**src/rtl/mesh_inject_scheduler_if.sv**
```systemverilog
// Requester and router P-link handshake bundle for mesh_inject_scheduler.
// req_*: local sources (valid/data in, yumi out); link_*: valid/ready_and toward router.
interface mesh_inject_scheduler_if #(
   parameter int num_req_p = 4,
   parameter int width_p   = 38
);
   logic [num_req_p-1:0]              req_v;
   logic [num_req_p-1:0][width_p-1:0] req_data;
   logic [num_req_p-1:0]              req_yumi;
   logic                              link_v;
   logic [width_p-1:0]                link_data;
   logic                              link_ready_and;

   modport master (
      input  req_v, req_data, link_ready_and,
      output req_yumi, link_v, link_data
   );

   modport slave (
      output req_v, req_data, link_ready_and,
      input  req_yumi, link_v, link_data
   );
endinterface

```
**src/rtl/mesh_inject_scheduler.sv**
```systemverilog
// Round-robin injection scheduler with one-entry output register and credit limit.
// Ports: clk_i, reset_n_i, bus (requesters + P link), credit_return_i, credits_o,
//   sent_count_o, overflow_o (sticky credit overflow), idle_o.
module mesh_inject_scheduler #(
   parameter int num_req_p     = 4,
   parameter int width_p       = 38,
   parameter int credits_p     = 8,
   parameter int count_width_p = 16,
   localparam int cw           = $clog2(credits_p + 1)
) (
   input  logic                     clk_i,
   input  logic                     reset_n_i,
   mesh_inject_scheduler_if.master  bus,
   input  logic                     credit_return_i,
   output logic [cw-1:0]            credits_o,
   output logic [count_width_p-1:0] sent_count_o,
   output logic                     overflow_o,
   output logic                     idle_o
);
   localparam int pw = (num_req_p > 1) ? $clog2(num_req_p) : 1;

   logic [pw-1:0]      rr_ptr;
   logic [pw-1:0]      winner;
   logic [pw-1:0]      idx;
   logic [pw-1:0]      ptr_next;
   logic               found;
   logic               link_v;
   logic [width_p-1:0] link_data;
   logic               fire;
   logic               load_en;

   assign bus.link_v    = link_v;
   assign bus.link_data = link_data;

   // Search starting at rr_ptr, wrapping; first valid requester wins.
   always_comb begin
      found  = 1'b0;
      winner = '0;
      idx    = '0;
      for (int k = 0; k < num_req_p; k++) begin
         idx = pw'((int'(rr_ptr) + k) % num_req_p);
         if (!found && bus.req_v[idx]) begin
            found  = 1'b1;
            winner = idx;
         end
      end
   end

   assign ptr_next = (int'(winner) == num_req_p - 1) ? '0 : winner + 1'b1;

   assign fire    = link_v & bus.link_ready_and;
   // Credits returned this cycle are not usable until the next one.
   assign load_en = (!link_v | fire) & (credits_o != '0) & (|bus.req_v);

   assign bus.req_yumi = (load_en & reset_n_i)
                       ? (num_req_p'(1) << winner) : '0;

   assign idle_o = !link_v & (credits_o == cw'(credits_p));

   always_ff @(posedge clk_i or negedge reset_n_i) begin
      if (!reset_n_i) begin
         link_v       <= 1'b0;
         link_data    <= '0;
         rr_ptr       <= '0;
         credits_o    <= cw'(credits_p);
         sent_count_o <= '0;
         overflow_o   <= 1'b0;
      end else begin
         if (load_en) begin
            link_v    <= 1'b1;
            link_data <= bus.req_data[winner];
            rr_ptr    <= ptr_next;
         end else if (fire) begin
            link_v <= 1'b0;
         end

         if (fire)
            sent_count_o <= sent_count_o + count_width_p'(1);

         if (load_en && !credit_return_i) begin
            credits_o <= credits_o - 1'b1;
         end else if (!load_en && credit_return_i) begin
            if (credits_o == cw'(credits_p))
               overflow_o <= 1'b1;
            else
               credits_o <= credits_o + 1'b1;
         end
      end
   end
endmodule

```
**src/flat_wrapper.sv**
```systemverilog
// flat-port wrapper written by rule: the top's interface ports become plain ports
module mesh_inject_scheduler_flat 
#(
   parameter int num_req_p     = 4,
   parameter int width_p       = 38,
   parameter int credits_p     = 8,
   parameter int count_width_p = 16,
   localparam int cw           = $clog2(credits_p + 1)
)
  (clk_i, reset_n_i, credit_return_i, credits_o, sent_count_o, overflow_o, idle_o, bus_req_v, bus_req_data, bus_link_ready_and, bus_req_yumi, bus_link_v, bus_link_data);
  mesh_inject_scheduler_if #(.num_req_p(num_req_p), .width_p(width_p)) bus_i ();
  input  logic clk_i;
  input  logic reset_n_i;
  input  logic credit_return_i;
  output logic [cw-1:0] credits_o;
  output logic [count_width_p-1:0] sent_count_o;
  output logic overflow_o;
  output logic idle_o;
  input wire logic [$bits(bus_i.req_v)-1:0] bus_req_v;
  input wire logic [$bits(bus_i.req_data)-1:0] bus_req_data;
  input wire logic [$bits(bus_i.link_ready_and)-1:0] bus_link_ready_and;
  output wire logic [$bits(bus_i.req_yumi)-1:0] bus_req_yumi;
  output wire logic [$bits(bus_i.link_v)-1:0] bus_link_v;
  output wire logic [$bits(bus_i.link_data)-1:0] bus_link_data;
  assign bus_i.req_v = bus_req_v;
  assign bus_i.req_data = bus_req_data;
  assign bus_i.link_ready_and = bus_link_ready_and;
  assign bus_req_yumi = bus_i.req_yumi;
  assign bus_link_v = bus_i.link_v;
  assign bus_link_data = bus_i.link_data;
  mesh_inject_scheduler #(.num_req_p(num_req_p), .width_p(width_p), .credits_p(credits_p), .count_width_p(count_width_p)) u_core (.clk_i(clk_i), .reset_n_i(reset_n_i), .bus(bus_i), .credit_return_i(credit_return_i), .credits_o(credits_o), .sent_count_o(sent_count_o), .overflow_o(overflow_o), .idle_o(idle_o));
endmodule
```
**config.mk**
```make
export PLATFORM = sky130hd
export DESIGN_NAME = mesh_inject_scheduler_flat
export DESIGN_NICKNAME = d
export VERILOG_FILES = /design/src/rtl/mesh_inject_scheduler_if.sv /design/src/rtl/mesh_inject_scheduler.sv /design/src/flat_wrapper.sv
export SDC_FILE = /design/constraint.sdc
export NUM_CORES = 1
export LEC_CHECK = 0
export BUFFER_PORTS_ARGS = -buffer_cell sky130_fd_sc_hd__buf_2
export CORE_UTILIZATION = 44
export DETAILED_ROUTE_END_ITERATION = 16
export GPL_ROUTABILITY_DRIVEN = 0
export GPL_TIMING_DRIVEN = 0
export MAX_ROUTING_LAYER = met4
export PLACE_DENSITY = 0.94
export SYNTH_ARGS = -nofsm -noshare
export SYNTH_HDL_FRONTEND = slang
export SYNTH_SLANG_ARGS = --single-unit
```
**constraint.sdc**
```tcl
create_clock -name clk_i -period 2.9 [get_ports clk_i]
set_input_delay 0.29 -clock clk_i [delete_from_list [all_inputs] [get_ports clk_i]]
set_output_delay 0.29 -clock clk_i [all_outputs]
set_load 0.05 [all_outputs]
```
Word-level counts from Yosys, hierarchy flattened
Index checks and enable logic that the tools add are counted.
{ "word_totals": {"register_bits": 62, "word_cells": 70, "inputBits": 160, "output_inout_bits": 65} }
{ "op_classes": {"n_bitwise": 7, "n_addsub": 7, "magnitude_cmp": 5, "shift": 1, "reduce_logical": 17, "mux": 24, "eq_ne": 3} }
{ "ops": {"columns": ["op", "n"], "rows": [
  ["38-bit binary-select mux with 2-bit select", 1],
  ["38-bit 2-to-1 mux", 1],
  ["16-bit by 1-bit adder with 16-bit output, second input constant", 1],
  ["4-bit 2-to-1 mux", 4],
  ["2-bit by 3-bit less-than comparator with 1-bit output, second input constant", 5],
  ["2-bit 2-to-1 mux", 5],
  ["1-bit 2-to-1 mux", 9],
  ["1-bit binary-select mux with 2-bit select", 4],
  ["1-bit zero test", 6],
  ["1-bit bitwise AND", 5],
  ["1-bit logical AND", 5],
  ["2-bit by 1-bit adder with 2-bit output, second input constant", 2],
  ["2-bit adder, second input constant", 2],
  ["4-bit by 1-bit adder with 4-bit output, second input constant", 1],
  ["4-bit == test, second input constant", 1],
  ["2-bit nonzero test", 2],
  ["4-bit nonzero test", 1],
  ["4-bit OR reduction", 1],
  ["1-bit by 2-bit left shift with 4-bit output, first input constant", 1],
  ["4-bit by 1-bit subtractor with 4-bit output, second input constant", 1],
  ["3-bit AND reduction", 1],
  ["2-bit by 1-bit == test with 1-bit output, second input constant", 1],
  ["2-bit inequality test, second input constant", 1],
  ["2-bit AND reduction", 1],
  ["other kinds (2)", 2]
]} }

Logic depth before layout (Yosys ltp)
{ "logic_depth": {"depth_word": 14, "ltp_mapped": 11, "depth_no_buf": 9} }

Worst setup path before layout
No wires, ideal clock.
{ "synth_path": {"kind": "register to register", "startpoint": "reg u_core.credits_o[0]", "endpoint": "reg u_core.credits_o[2]", "path_stages_with_launch": 12, "required_ps": 2755, "setup_ps": 145, "path_buffers": 2, "t_arrival_ps": 2615, "path_slack_ps": 141, "synth_period_minus_slack_ps": 2759, "cell_sequence": "dfrtp_1 -> nor4_2 -> nor3_4 -> clkbuf_1 -> ha_1 -> clkbuf_1 -> xor2_1 -> ha_1 -> a21oi_1 -> xnor2_1 -> nand2_1 -> xnor2_1"} }
{ "synth_between": {"elab_chain_cells": 7, "elab_cells_between_ends": 15, "cone_classes": "add/sub: 2; eq/ne: 2; mux: 3; bitwise: 2; reduce/logical: 6"} }
{ "synth_lines": {"columns": ["element", "line", "text"], "rows": [
  ["from (decl)", "mesh_inject_scheduler.sv:15", "output logic [cw-1:0] credits_o,"],
  ["from (signal assigned)", "mesh_inject_scheduler.sv:65", "credits_o <= cw'(credits_p);"],
  ["from (signal assigned)", "mesh_inject_scheduler.sv:81", "credits_o <= credits_o - 1'b1;"],
  ["from (signal assigned)", "mesh_inject_scheduler.sv:86", "credits_o <= credits_o + 1'b1;"],
  ["4-bit nonzero test *", "mesh_inject_scheduler.sv:53", "assign load_en = (!link_v | fire) & (credits_o != '0) & (|bus.req_v);"],
  ["1-bit bitwise AND * (2 in a row)", "mesh_inject_scheduler.sv:53", null],
  ["net u_core.load_en", "mesh_inject_scheduler.sv:30", "logic load_en;"],
  ["1-bit zero test", "mesh_inject_scheduler.sv:82", "end else if (!load_en && credit_return_i) begin"],
  ["1-bit logical AND", "mesh_inject_scheduler.sv:82", null],
  ["2-bit nonzero test (no line)", null, null],
  ["2-bit AND reduction (no line)", null, null]
]} }
Mark *: on every way through the listed nets, which the timed path passes. The rest lies on a longest branch. The select of a mux whose other input is x is not followed.
A chain may end at the register's enable or synchronous reset.

Worst setup path after layout
{ "layout_path": {"startpoint": "reg u_core.rr_ptr[1]", "endpoint": "out bus_req_yumi[2]"} }
{ "layout_between": {"elab_chain_cells": 14, "elab_cells_between_ends": 26, "cone_classes": "add/sub: 3; shift: 1; mux: 16; reduce/logical: 6"} }
{ "layout_lines": {"columns": ["element", "line", "text"], "rows": [
  ["from (decl)", "mesh_inject_scheduler.sv:22", "logic [pw-1:0] rr_ptr;"],
  ["from (signal assigned)", "mesh_inject_scheduler.sv:72", "rr_ptr <= ptr_next;"],
  ["branches (longest 11 deep; another with 2-bit by 1-bit adder with 2-bit output)", null, null],
  ["2-bit 2-to-1 mux *", "mesh_inject_scheduler.sv:42", "if (!found && bus.req_v[idx]) begin"],
  ["1-bit by 2-bit left shift with 4-bit output *", "mesh_inject_scheduler.sv:56", "? (num_req_p'(1) << winner) : '0;"],
  ["4-bit 2-to-1 mux *", "mesh_inject_scheduler.sv:56", null],
  ["to (decl)", "flat_wrapper.sv:22", "output wire logic [$bits(bus_i.req_yumi)-1:0] bus_req_yumi;"]
]} }
Every way passes the cells marked *. The select of a mux whose other input is x is not followed.

==> results.json <==
{
  "grt_setup_unrepaired": "no",
  "drt-vias-per-instance": 5.495,
  "critPathArrivalTime_ns": 2.40,
  "skew_ns": 0.009687,
  "routedWlPerCell_um": 16.64,
  "yosysSeqAreaShare_pct": 42.54,
  "netlist_top_cells_count": "61 x dfrtp_1, 54 x nand2_1, 47 x nor2_1",
  "num-fill-cells": 666,
  "cts.reportedPaths.clkPinSlew_ns": 0.08,
  "cts.sinks": 62,
  "via_count": 4017,
  "synthesis.area_per_instance_sq_um": 9.455,
  "drv_cap": 0,
  "antenna_left": 0,
  "chip_height_um": 93.08,
  "synth_seq_cells": 62,
  "yosys.area.top_type": "dfrtp_1",
  "peak_vdd_ir_mv": 0.7271,
  "hp-class": "input port to asynchronous set/reset pin",
  "finalWorstPathRequiredPeriod_ns": 2.688,
  "drtPass1Iterations": 4,
  "detailedRoute.firstIterationViolations": 161,
  "cts.root.buffer_cell": "clkbuf_8",
  "synth-edff-count": 0,
  "total_leakage_power_nw": 2.684,
  "timing.critical_path.fanout_max": 11,
  "power.density_cell_area_nw_per_um2": 1151,
  "grt_antenna_before_repair": 0,
  "timing_worst_slew_pin_value_ns": 0.8171,
  "synthesis_to_layout_area_growth_pct": 41.28,
  "finalMaxSlewViolations": 0,
  "routed_wire_length_um": 12160,
  "hold_viol": 0,
  "setup_violations": 0,
  "cts.htree.levels": 3,
  "port_buffers": 224,
  "fmax_ghz": 0.3720,
  "critical_path_class": "register to primary output",
  "regArea_sq_um": 1553,
  "first_global_vias": 3913,
  "synthMostInstantiatedCell": "dfrtp_1",
  "initial_core_util_pct": 46.27,
  "cts_made_buffers": 9,
  "netlist_top_cells_area": "dfrtp_1 42%, mux2i_1 10%, a221oi_1 8.9%",
  "worst_rel_slew_slack_pct": 45.53,
  "design_power_total_mw": 5.936,
  "final_hpwl_from_detailed_placement_um": 9335,
  "synthDistinctLibCells": 46,
  "layout-drive-gt1-share_pct": 43.24,
  "clock_tree_from_tritoncts": "done",
  "cts_hold_buf": 0,
  "synth_top_cell_area_share_pct": 41.82,
  "core_area_sq_um": 7888,
  "antenna_cells_inserted": 0,
  "yosys_warnings": 0,
  "grt_start_max_net_pins": 67,
  "post-place-ws_ns": -0.08760,
  "cts_buffer_depth": 2,
  "fp.dieW_um": 93.08,
  "nNetsFinal": 793,
  "synth_ff_type": "dfrtp_1",
  "async_reset_ff_share_pct": 100.0,
  "global_route.usage.total_pct": 28.59,
  "grt_pass1_wl_um": 18530,
  "timing.critical_path.from_type": "register",
  "worst_setup_path_end_kind": "primary output",
  "multi_input_area_sq_um": 1932,
  "drc": 0,
  "syn_area_sq_um": 3650,
  "cp_data_required_time_ns": 2.61,
  "period_share_pct": 92.70,
  "final_hold_slack_ns": 0.04587,
  "design.die.area_sq_um": 8663,
  "fp-row-count": 32,
  "outcome": "complete, no violations",
  "totalNegativeSetupSlack_ns": 0,
  "layout_setup_ws_ns": 0.2116,
  "worstSkewPairLatency_ns": 0.33,
  "ios": 225,
  "mappedNetlistNets": 555,
  "postSynthCellCount": 386,
  "globalRouteOverflowTotal": 0
}
-- state kept, by name (all words and copies together), names as in the netlist --
name,count
u_core.sent_count_o,16
u_core.bus.link_data,38
u_core.credits_o,4
u_core.bus.link_v,1
u_core.rr_ptr,2
u_core.overflow_o,1
-- metrics by stage --
step | cells | area (sq um) | utilization (%)
2_1_floorplan | 386 | 3650 | -
4_1_cts | 729 | 5139 | 65.15
3_5_place_dp | 712 | 4898 | 62.10
6_report | 731 | 5156 | 65.37
5_1_grt | 731 | 5156 | 65.37
3_3_place_gp | 712 | 4898 | 62.10
-- routing by layer --
layer	global-route usage (%)	vias to the layer above	share of wire (%)
li1	-	1869	-
met1	32.88	1921	39
met2	50.00	206	52
met3	5.854	21	6.9
met4	9.103	0	1.9
met5	-	-	0
-- final timing paths --
path / start / to / slack (ns) / depth (start not counted)
worst max-delay path: u_core.rr_ptr[1]$_DFFE_PN0N_ / bus_req_yumi[2] / 0.21 / 9
worst min-delay path: reset_n_i / u_core.sent_count_o[8]$_DFFE_PN0P_ / 0.05 / 1
worst max register to register: u_core.credits_o[3]$_DFFE_PN1P_ / u_core.credits_o[2]$_DFFE_PN0P_ / 0.22 / 11
worst min register to register: u_core.overflow_o$_DFFE_PN0P_ / u_core.overflow_o$_DFFE_PN0P_ / 0.48 / 1
max in group asynchronous: reset_n_i / u_core.bus.link_data[34]$_DFFE_PN0N_ / 2.30 / 1
min in group clk_i: bus_req_data[8] / u_core.bus.link_data[8]$_DFFE_PN0N_ / 0.21 / 3
-- worst max-delay path: stages, from the launching register on --
cell and delay [ns]:
dfrtp_1 0.42, nor2b_1 0.16, o21a_1 0.24, nor3_4 0.22, inv_2 0.08, buf_6 0.17
buf_2 0.20, ha_1 0.21, and3_1 0.16, buf_2 0.21
-- layout make-up --
cell class	count	share of cell area, %
flip-flops and latches	62	30.11
repair buffers	227	22.23
plain buffers	24	2.621
inverters	8	0.5824
well taps	102	2.475
clock inverters	5	1.577
clock buffers	11	2.936
multi-input cells	292	37.47
-- timing repair --
| action | 4_1_cts | 5_1_grt |
|---|---|---|
| endpoints found under the setup margin | 2 | 2 |
| endpoints found under the hold margin | 0 | 0 |
| resized for setup | 0 | 0 |
| buffers inserted | 1 | 2 |
| pin swaps | 1 | 1 |
-- cells in the final DEF, fill, tap and decap left out, types with 5 or more instances in the layout --
cell type  Yosys  final
a21oi_1       39     39
a221oi_1      37     37
and3_1         6      6
buf_2          9    232
buf_4          3      7
clkbuf_1       8      8
clkbuf_8       0     11
dfrtp_1       61     61
ha_1           9      9
inv_1          5      5
mux2i_1       37     37
nand2_1       54     54
nand4_1        5      5
nor2_1        47     47
xnor2_1       13     13
xor2_1         7      7
-- cells by family after synthesis --
logic type / count (synthesis) / synth area share [%]
multiplexers: 39 / 10.76
AND/OR/NAND/NOR: 131 / 16.59
buffers and inverters: 32 / 4.525
AO/OA/AOI/OAI: 93 / 17.69
XOR/XNOR: 20 / 4.800
adder cells (fa/ha/maj): 9 / 3.085
flip-flops: 62 / 42.54
-- report_power, final --
part	internal (mW)	total, mW	switching [mW]
sequential	1.24	1.53	0.285
combinational	1.05	3.53	2.48
clock	0.531	0.874	0.343
total	2.82	5.94	3.11
No activity file was read; power rests on OpenSTA's default activity.
